`config.mk`:
```
export PLATFORM = sky130hd
export DESIGN_NAME = dmem_port_arbiter
export DESIGN_NICKNAME = d
export VERILOG_FILES = /design/src/rtl/dmem_port_arbiter_pkg.sv /design/src/rtl/arb_sat_counter.sv /design/src/rtl/dmem_port_arbiter.sv
export SDC_FILE = /design/constraint.sdc
export NUM_CORES = 1
export LEC_CHECK = 0
export CAP_MARGIN = 20
export CORE_AREA = 2 2 101 103
export DETAILED_ROUTE_END_ITERATION = 8
export DIE_AREA = 0 0 103 105
export PLACE_DENSITY = 0.64
export SKIP_CTS_REPAIR_TIMING = 1
export SYNTH_ARGS = -nofsm -noshare
export SYNTH_HDL_FRONTEND = slang
export SYNTH_SLANG_ARGS = --single-unit
```
`constraint.sdc`:
```
create_clock -name clk -period 2.08 [get_ports clk]
set_input_delay 0.624 -clock clk [delete_from_list [all_inputs] [get_ports clk]]
set_output_delay 0.624 -clock clk [all_outputs]
set_load 0.1 [all_outputs]
```
`src/rtl/dmem_port_arbiter_pkg.sv`:
```
// Shared types and constants for the data-memory port arbiter.
package dmem_port_arbiter_pkg;

    // Word-address width of the data memory.
    localparam int DATAMEM_BITS = 16;

    // Arbiter state: which requester held the port last cycle.
    typedef enum logic [1:0] {
        S_IDLE     = 2'd0,
        S_CORE     = 2'd1,
        S_PER      = 2'd2,
        S_PER_LOCK = 2'd3
    } arb_state_e;

    // Owner of an access, used to route the read return.
    typedef enum logic {
        ARB_OWN_CORE = 1'b0,
        ARB_OWN_PER  = 1'b1
    } arb_owner_e;

    // Return tag captured in the grant cycle, consumed one cycle later.
    typedef struct packed {
        arb_owner_e owner;
        logic       is_read;
    } ret_tag_t;

    // Bits needed to hold a count from 0 up to and including max_val.
    function automatic int ctr_width(input int max_val);
        return (max_val < 1) ? 1 : $clog2(max_val + 1);
    endfunction

endpackage

```
`src/rtl/arb_sat_counter.sv`:
```
// Saturating up-counter with synchronous clear; reports when it sits at MAX.
module arb_sat_counter
    import dmem_port_arbiter_pkg::*;
#(
    parameter int MAX   = 8,
    parameter int WIDTH = ctr_width(MAX)
) (
    input  logic clk,
    input  logic rst,
    input  logic inc,
    input  logic clr,
    output logic at_max
);

    logic [WIDTH-1:0] count_q;
    logic [WIDTH-1:0] count_d;

    assign at_max = (count_q == WIDTH'(MAX));

    // Next count: clear wins over increment, increment stops at MAX.
    always_comb begin
        count_d = count_q;
        if (clr) begin
            count_d = '0;
        end else if (inc && !at_max) begin
            count_d = count_q + WIDTH'(1);
        end
    end

    // Count register.
    always_ff @(posedge clk) begin
        if (rst) begin
            count_q <= '0;
        end else begin
            count_q <= count_d;
        end
    end

endmodule

```
`src/rtl/dmem_port_arbiter.sv`:
```
// Arbitrates the single data-memory port between the core load/store path
// (fixed priority) and the peripheral mailbox sequencer (starvation bound,
// short locked bursts). Grants and the memory-side mux are combinational;
// read data is routed back one cycle later using a registered owner tag.
module dmem_port_arbiter
    import dmem_port_arbiter_pkg::*;
#(
    parameter int ADDR_W     = DATAMEM_BITS,
    parameter int DATA_W     = 32,
    parameter int STARVE_MAX = 8,
    parameter int LOCK_MAX   = 12
) (
    input  logic              clk,
    input  logic              rst,
    input  logic              core_req,
    input  logic [ADDR_W-1:0] core_addr,
    input  logic [DATA_W-1:0] core_wdata,
    input  logic [3:0]        core_be,
    output logic              core_gnt,
    output logic [DATA_W-1:0] core_rdata,
    output logic              core_rvalid,
    input  logic              per_req,
    input  logic              per_lock,
    input  logic [ADDR_W-1:0] per_addr,
    input  logic [DATA_W-1:0] per_wdata,
    input  logic [3:0]        per_be,
    output logic              per_gnt,
    output logic [DATA_W-1:0] per_rdata,
    output logic              per_rvalid,
    output logic [ADDR_W-1:0] mem_addr,
    output logic [DATA_W-1:0] mem_out,
    output logic [3:0]        mem_wr,
    input  logic [DATA_W-1:0] mem_in
);

    arb_state_e state_q;
    arb_state_e state_d;
    ret_tag_t   tag_q;
    ret_tag_t   tag_d;

    logic starve_inc;
    logic starve_clr;
    logic starve_at_max;
    logic lock_inc;
    logic lock_clr;
    logic lock_at_max;
    logic lock_break;

    // Consecutive cycles the peripheral has asked and been refused.
    arb_sat_counter #(
        .MAX (STARVE_MAX)
    ) u_starve_ctr (
        .clk    (clk),
        .rst    (rst),
        .inc    (starve_inc),
        .clr    (starve_clr),
        .at_max (starve_at_max)
    );

    // Consecutive locked peripheral grants in the current burst.
    arb_sat_counter #(
        .MAX (LOCK_MAX)
    ) u_lock_ctr (
        .clk    (clk),
        .rst    (rst),
        .inc    (lock_inc),
        .clr    (lock_clr),
        .at_max (lock_at_max)
    );

    // Grant decision: live lock, then starvation override, then core, then peripheral.
    // Nothing is granted while reset is asserted.
    always_comb begin
        core_gnt = 1'b0;
        per_gnt  = 1'b0;
        if (!rst) begin
            if ((state_q == S_PER_LOCK) && per_req && !lock_at_max) begin
                per_gnt = 1'b1;
            end else if (per_req && starve_at_max) begin
                per_gnt = 1'b1;
            end else if (core_req) begin
                core_gnt = 1'b1;
            end else if (per_req) begin
                per_gnt = 1'b1;
            end
        end
    end

    // Next state and counter controls. A core grant that interrupts a lock the
    // peripheral still wants is a one-cycle break: the lock state is kept with a
    // fresh lock count so the peripheral re-locks right after that core slot.
    always_comb begin
        state_d    = S_IDLE;
        lock_break = core_gnt && (state_q == S_PER_LOCK) && per_req && per_lock;
        if (per_gnt) begin
            state_d = per_lock ? S_PER_LOCK : S_PER;
        end else if (core_gnt) begin
            state_d = lock_break ? S_PER_LOCK : S_CORE;
        end
        starve_inc = per_req && !per_gnt;
        starve_clr = per_gnt || !per_req;
        lock_inc   = per_gnt && per_lock;
        lock_clr   = (state_d != S_PER_LOCK) || lock_break;
    end

    // Memory-side mux: drive the granted requester, otherwise an idle bus.
    always_comb begin
        mem_addr = '0;
        mem_out  = '0;
        mem_wr   = 4'h0;
        if (core_gnt) begin
            mem_addr = core_addr;
            mem_out  = core_wdata;
            mem_wr   = core_be;
        end else if (per_gnt) begin
            mem_addr = per_addr;
            mem_out  = per_wdata;
            mem_wr   = per_be;
        end
    end

    // Return tag for the access granted this cycle (zero byte enables = read).
    always_comb begin
        tag_d.owner   = per_gnt ? ARB_OWN_PER : ARB_OWN_CORE;
        tag_d.is_read = (core_gnt && (core_be == 4'h0)) || (per_gnt && (per_be == 4'h0));
    end

    // State and return-tag registers; reset drops any read in flight.
    always_ff @(posedge clk) begin
        if (rst) begin
            state_q <= S_IDLE;
            tag_q   <= '0;
        end else begin
            state_q <= state_d;
            tag_q   <= tag_d;
        end
    end

    // Read return routing; the non-owner sees zeros. Suppressed during reset.
    always_comb begin
        core_rvalid = !rst && tag_q.is_read && (tag_q.owner == ARB_OWN_CORE);
        per_rvalid  = !rst && tag_q.is_read && (tag_q.owner == ARB_OWN_PER);
        core_rdata  = core_rvalid ? mem_in : '0;
        per_rdata   = per_rvalid ? mem_in : '0;
    end

endmodule

```
==> results of run 1 <==
==> how the worst max path moves through the flow <==
stage                                             from           end  depth (start not counted)
global route        u_lock_ctr.count_q[1]$_SDFFE_PP0P_    mem_out[2]                          7
global placement                               per_req   mem_addr[4]                          6
detailed placement                             per_req   mem_addr[4]                          6
finish              u_lock_ctr.count_q[0]$_SDFFE_PP0P_    mem_out[2]                          7
floorplan           u_lock_ctr.count_q[1]$_SDFFE_PP0P_  mem_addr[10]                          8
CTS                                            per_req   mem_addr[4]                          6
==> worst min-delay path: cells and delay by family (launching register included) <==
family             cells  cell delay [ps]
DFF                    1              330
and+or+nand+nor        1               80
AOI/OAI and AO/OA      1               60
==> flip-flops by register name, indices dropped and copies added, names as in the netlist <==
signal                count
u_lock_ctr.count_q        4
u_starve_ctr.count_q      4
state_q                   2
tag_q                     2
==> routing by layer <==
metal	vias up	routed length [um]	global-route usage, %
met5	-	0	0
met4	0	163	3.57
met3	13	1340	7.89
met2	172	6780	38.2
met1	1423	4130	21.3
li1	1381	-	-
==> power by group <==
group          switching (mW)  total (mW)  leakage [nW]  internal [mW]
registers             0.00448       0.240        0.0985          0.236
clock network          0.0819       0.209        0.0216          0.127
logic                   0.782        1.46          2.60          0.682
==> layout make-up <==
| cell class | instances | area, um2 |
|---|---|---|
| Timing Repair Buffer | 311 | 4460 |
| Fill cell | 640 | 2650 |
| Multi-Input combinational cell | 166 | 2060 |
| Sequential cell | 12 | 243 |
| Tap cell | 133 | 166 |
| Clock buffer | 3 | 41.3 |
| Inverter | 5 | 21.3 |
==> cell usage after synthesis (2+ instances only) <==
cell type  number
nand3_1         4
ha_1            4
a32o_1         52
xnor2_1         3
dfxtp_1        12
nor3_1          9
nand2_1         5
and3_1          2
mux2i_1         2
clkbuf_1       13
buf_4           5
inv_1           5
nor2_1          3
and2_1         64
buf_6           7
==> logic make-up after synthesis <==
logic type | share of synthesized area, %
simple gates | 33.9
compound gates | 34.4
buf+inv | 11.2
flops | 14.2
xor+xnor | 2.08
fa+ha+maj | 2.97
mux | 1.19
==> cells in the final DEF (no fill, tap or decap), types with 2 or more instances in the layout <==
cell type,Yosys,final
buf_4,5,23
buf_12,0,126
nor2_1,3,2
buf_6,7,13
a32o_2,0,2
clkdlybuf4s50_1,0,137
and2_4,0,64
dfxtp_1,12,10
inv_2,0,2
nor3_1,9,9
ha_1,4,2
dlymetal6s2s_1,0,2
a32o_4,0,50
dfxtp_2,0,2
nand2_1,5,5
clkbuf_16,0,7
clkbuf_8,0,3
buf_8,0,3
inv_1,5,2
and3_4,0,3
mux2i_1,2,2
xnor2_1,3,3
nand3_1,4,4
==> stage by stage <==
step           setup TNS (ps)  utilization (%)
2_1_floorplan          -13310                -
3_3_place_gp           -73530             68.4
3_5_place_dp           -75400             68.4
4_1_cts                -76260             68.8
5_1_grt                -41890             72.5
6_report               -38250             72.5
==> summary.txt, run 1 <==
R2r endpoint = tag_q[0]$_SDFF_PP0_
Critical Path Fanout Max = 14
Initial antenna violation count = 0
Port Buffers = 260
Number of global-route vias before repair = 3120
# setup viols final = 120
Synth top area share = 30.9%
Crit. End Element = output port
Ys flop type = dfxtp_1
HP Start = state_q[1]$_SDFF_PP0_
Slowest CP cell = o2111a_2
GP Congestion = 0.791
Failing checks = negative setup slack
Die Height = 105 um
TritonCTS buffer count = 3
Largest delay share family, worst path = compound AO/OA/AOI/OAI gates
DRT antenna net count = 0
Final worst path period need = 2600 ps
Inst Count DP = 610
Post-synth EDFFs = 0
Hpwl dp = 9860 um
Synthesized instance count = 208
R2R Path Start = u_lock_ctr.count_q[0]$_SDFFE_PP0P_
Fin. Hold Viols = 0
First-pass GRT wire length = 17400 um
Die W = 103 um
Max-cap viol count = 0
Worst Hold Endpoint = state_q[1]$_SDFF_PP0_
CTS tree = yes
Drt drc = 0
Hold path depth = 2
Outcome = finished, violations left
Gr usage total = 20.4%
Syn Nets = 353
Die ar. = 10800 um2
Initial Utilization = 17.5%
Worst slew margin = 79.5%
Mapped cell area = 1690 um2
Hold WS = 509 ps
Clk sink count = 12
Count of final max-slew check failures = 0
DR iter-0 viols = 73
Pin count of the biggest net entering global routing = 35
Via/cell ratio = 4.74
Synth cell types = 33
Fmax achieved = 0.385 GHz
Clk_lat worst skew = 240 ps
Crit path buf inv count = 3
Placed Area = 6590 um2
Cell Pwr Density = 274 nW/um2
Clock slew at reported path FFs = 50 ps
Crit-path max cell delay = 380 ps
Critical path launch point type = register
Total Wirelength = 12400 um
Setup WS pre-CTS = -746 ps
Cell row count = 36
R2R Setup Slk = 490 ps
Worst-margin pin slew = 307 ps
CP most frequent cell = buf_12
Nets@finish = 644
ANT cells = 0
Root buf cell = clkbuf_8
Share of layout cells above drive strength 1 = 62.0%
Pleak = 2.72 nW
Syn_area_per_cell = 8.11 um2
RSZ-0062 raised after global routing = yes
Synth top area cells = a32o_1, and2_1, dfxtp_1, buf_6, ha_1
Final Skew = 3.66 ps
1st-pass router iterations = 4
Synth area leader = a32o_1
Num ports = 261
Post-Layout Cell Count = 630
CP arrival = 1980 ps
Grt ovf = 0
Pwr Total = 1.91 mW
Area added between synthesis and finish = 315%
Seq/Total Area, Yosys = 14.2%
Core Region = 9640 um2
Worst Path Required = 1460 ps
Longest Clk Path Bufs = 2
Wire length per cell = 19.7 um
Crit path cell chain = inv_2 > ha_4 > and3_4 > o2111a_2 > buf_12 > a32o_4 > buf_12
Vias post-DR = 2989
Post-route setup slack = -520 ps
Critical path class = register to output port
Crit share post-route = 125%
Worst Hold Class = register to register
Worst VDD drop = 0.000238 V
Post-synthesis register bit count = 12
Final non-filler cell area = 6990 um2
Total number of H-tree levels = 1
Ys async rst share = 0%
R2r worst-path depth = 6
Yosys warnings = 0
No activity file was read; power rests on OpenSTA's default activity.
==> inputs of run 2 (changes only) <==
==> constraint.sdc (replaced) <==
create_clock -name clk -period 2.08 [get_ports clk]
set_input_delay 0.416 -clock clk [delete_from_list [all_inputs] [get_ports clk]]
set_output_delay 0.416 -clock clk [all_outputs]
set_load 0.1 [all_outputs]
==> run 2 against run 1 <==
  * The run still ends with negative setup slack left
  * First-iteration DRC count shrank 4.1%
  * Die area is the same
  * Clock skew shrank 0.55 ps
  * Combinational power is essentially flat
  * Final cell count shrank 2.4%
  * Sequential power is essentially flat
  * Critical path type unchanged
  * Largest power group unchanged
==> summary.txt, run 2 (same netlist as run 1, synthesis figures left out) <==
Share of layout cells above drive strength 1 = 59.1% (-2.8 points)
Pleak = 2.63 nW (-3.4%)
RSZ-0062 raised after global routing = yes
Num ports = 261 (unchanged)
Worst VDD drop = 0.000210 V (-12%)
Cell Pwr Density = 282 nW/um2 (+3.2%)
Slowest CP cell = dfxtp_2
FILL cells = 683 (+6.7%)
Clk sink count = 12 (unchanged)
Root buf cell = clkbuf_8
Proportion of power drawn by the clock network = 10.8% (about the same)
Die ar. = 10800 um2 (unchanged)
# setup viols final = 53 (-56%)
Hpwl dp = 8960 um (-9.1%)
Number of global-route vias before repair = 2970 (-4.8%)
Crit path cell chain = inv_2 > ha_4 > and3_4 > o2111a_2 > buf_8 > buf_12 > a32o_4 > buf_12
Max-cap viol count = 0 (unchanged)
Biggest regs = u_lock_ctr.count_q x4, u_starve_ctr.count_q x4
Flop pwr share = 12.4% (about the same)
Crit-path max cell delay = 330 ps (-50 ps)
Drt drc = 0 (unchanged)
Clk_lat worst skew = 240 ps (about the same)
Worst slew margin = 71.0% (-8.5 points)
Grt ovf = 0 (unchanged)
Post-route setup slack = -293 ps (+227 ps)
Pint = 1.07 mW (+2.0%)
Fmax achieved = 0.421 GHz (+9.6%)
Longest Clk Path Bufs = 2 (unchanged)
Largest delay share family, worst path = compound AO/OA/AOI/OAI gates
Gr usage total = 18.8% (-1.6 points)
Total number of H-tree levels = 1 (unchanged)
Cell row count = 36 (unchanged)
Crit path buf inv count = 4 (+1)
GP Congestion = 0.842 (+6.5%)
Critical path class = register to output port
Combinational Power Share = 76.8% (+0.3 points)
Setup WS pre-CTS = -356 ps (+390 ps)
Port Buffers = 260 (unchanged)
Critical path launch point type = register
Crit. End Element = output port
Final Skew = 3.11 ps (-0.554 ps)
Count of final max-slew check failures = 0 (unchanged)
1st-pass router iterations = 4 (unchanged)
Total Wirelength = 11300 um (-9.1%)
First-pass GRT wire length = 16300 um (-6.2%)
Outcome = finished, violations left
Failing checks = negative setup slack
Crit share post-route = 114% (-11 points)
Critical Path Start = u_lock_ctr.count_q[0]$_SDFFE_PP0P_
Critical Path Fanout Max = 8 (-6)
HP Start = state_q[1]$_SDFF_PP0_
Worst Hold Class = register to register
Vias post-DR = 2835 (-5.2%)
ANT cells = 0 (unchanged)
Die Height = 105 um (unchanged)
Commonest non-fill, non-tap cell in the layout = clkdlybuf4s50_1
DR iter-0 viols = 70 (-4.1%)
Pin count of the biggest net entering global routing = 33 (-5.7%)
Final non-filler cell area = 6830 um2 (-2.3%)
DRT antenna net count = 0 (unchanged)
Initial antenna violation count = 0 (unchanged)
Net Sw Power = 0.863 mW (-0.60%)
Clock slew at reported path FFs = 50 ps (about the same)
TritonCTS buffer count = 3 (unchanged)
CP arrival = 1960 ps (-20 ps)
Initial Utilization = 17.5% (unchanged)
Final worst path period need = 2370 ps (-227 ps)
Area added between synthesis and finish = 305%
CP most frequent cell = buf_12
Via/cell ratio = 4.61 (-2.8%)
Worst Path Required = 1660 ps (+200 ps)
Most frequent cells in the layout = clkdlybuf4s50_1, buf_12, a32o_4
Sw Ratio = 44.8% (-0.63 points)
Wire length per cell = 18.3 um (-6.9%)
R2R Path Start = u_lock_ctr.count_q[0]$_SDFFE_PP0P_
CTS tree = yes
Core Region = 9640 um2 (unchanged)
Nets@finish = 629 (-2.3%)
Die W = 103 um (unchanged)
Placed Area = 6470 um2 (-1.9%)
Fin. Hold Viols = 0 (unchanged)
Worst-margin pin slew = 430 ps (+123 ps)
[run 2: changes by cell type in the layout (fill, tap and decap cells not counted), sizes merged]
cell          delta
clkbuf           -1
dlymetal6s2s     +1
and3             -1
buf             -14
[run 2: metal layers]
metal | wire (um) | up-vias | GRT usage [%] | share of wire [%]
li1 | - | 1346 | - | -
met1 | 3940 | 1325 | 20.7 | 35
met2 | 6210 | 159 | 35.9 | 55
met3 | 1070 | 5 | 5.22 | 9.4
met4 | 56 | 0 | 2.54 | 0.50
met5 | 0 | - | 0 | 0
[run 2: power by group through the flow]
stage	combinational [mW]	sequential (mW)	clock, mW
after floorplan	0.773	0.243	0
after global placement	1.41	0.243	0
after detailed placement	1.42	0.243	0
after CTS	1.43	0.239	0.209
after global routing	1.53	0.239	0.220
final	1.48	0.239	0.209
[run 2: cell type report]
| cell class | instances | area (um2) | share of cell area (%) |
|---|---|---|---|
| inverter | 5 | 18.8 | 0.275 |
| timing repair buffer | 297 | 4370 | 63.9 |
| clock buffer | 3 | 41.3 | 0.605 |
| sequential | 12 | 243 | 3.55 |
| multi-input combinational | 165 | 1990 | 29.2 |
| tap | 133 | 166 | 2.44 |
[run 2: worst paths after layout]
kind | endpoint | slack (ps) | cells past startpoint
setup / recovery | mem_wr[1] | -290 | 8
hold / removal | state_q[1]$_SDFF_PP0_ | 490 | 2
hold reg to reg | state_q[1]$_SDFF_PP0_ | 490 | 2
setup reg to reg | state_q[0]$_SDFF_PP0_ | 430 | 8
[run 2: worst min-delay path, cell delays in order, from the launching register on]
cell and delay [ps]:
dfxtp_1 320, nand3_1 70, a21oi_1 60
[run 2: stage by stage]
step	power (mW)	cells	TNS [ps]	hold slack, ps	util, %
final	1.93	615	-14390	490	70.8
after CTS	1.87	601	-28310	485	67.5
after detailed placement	1.67	598	-25580	478	67.1
after floorplan	1.02	208	-3210	462	-
after global placement	1.65	598	-24960	481	67.1
after global routing	1.99	615	-15850	520	70.8
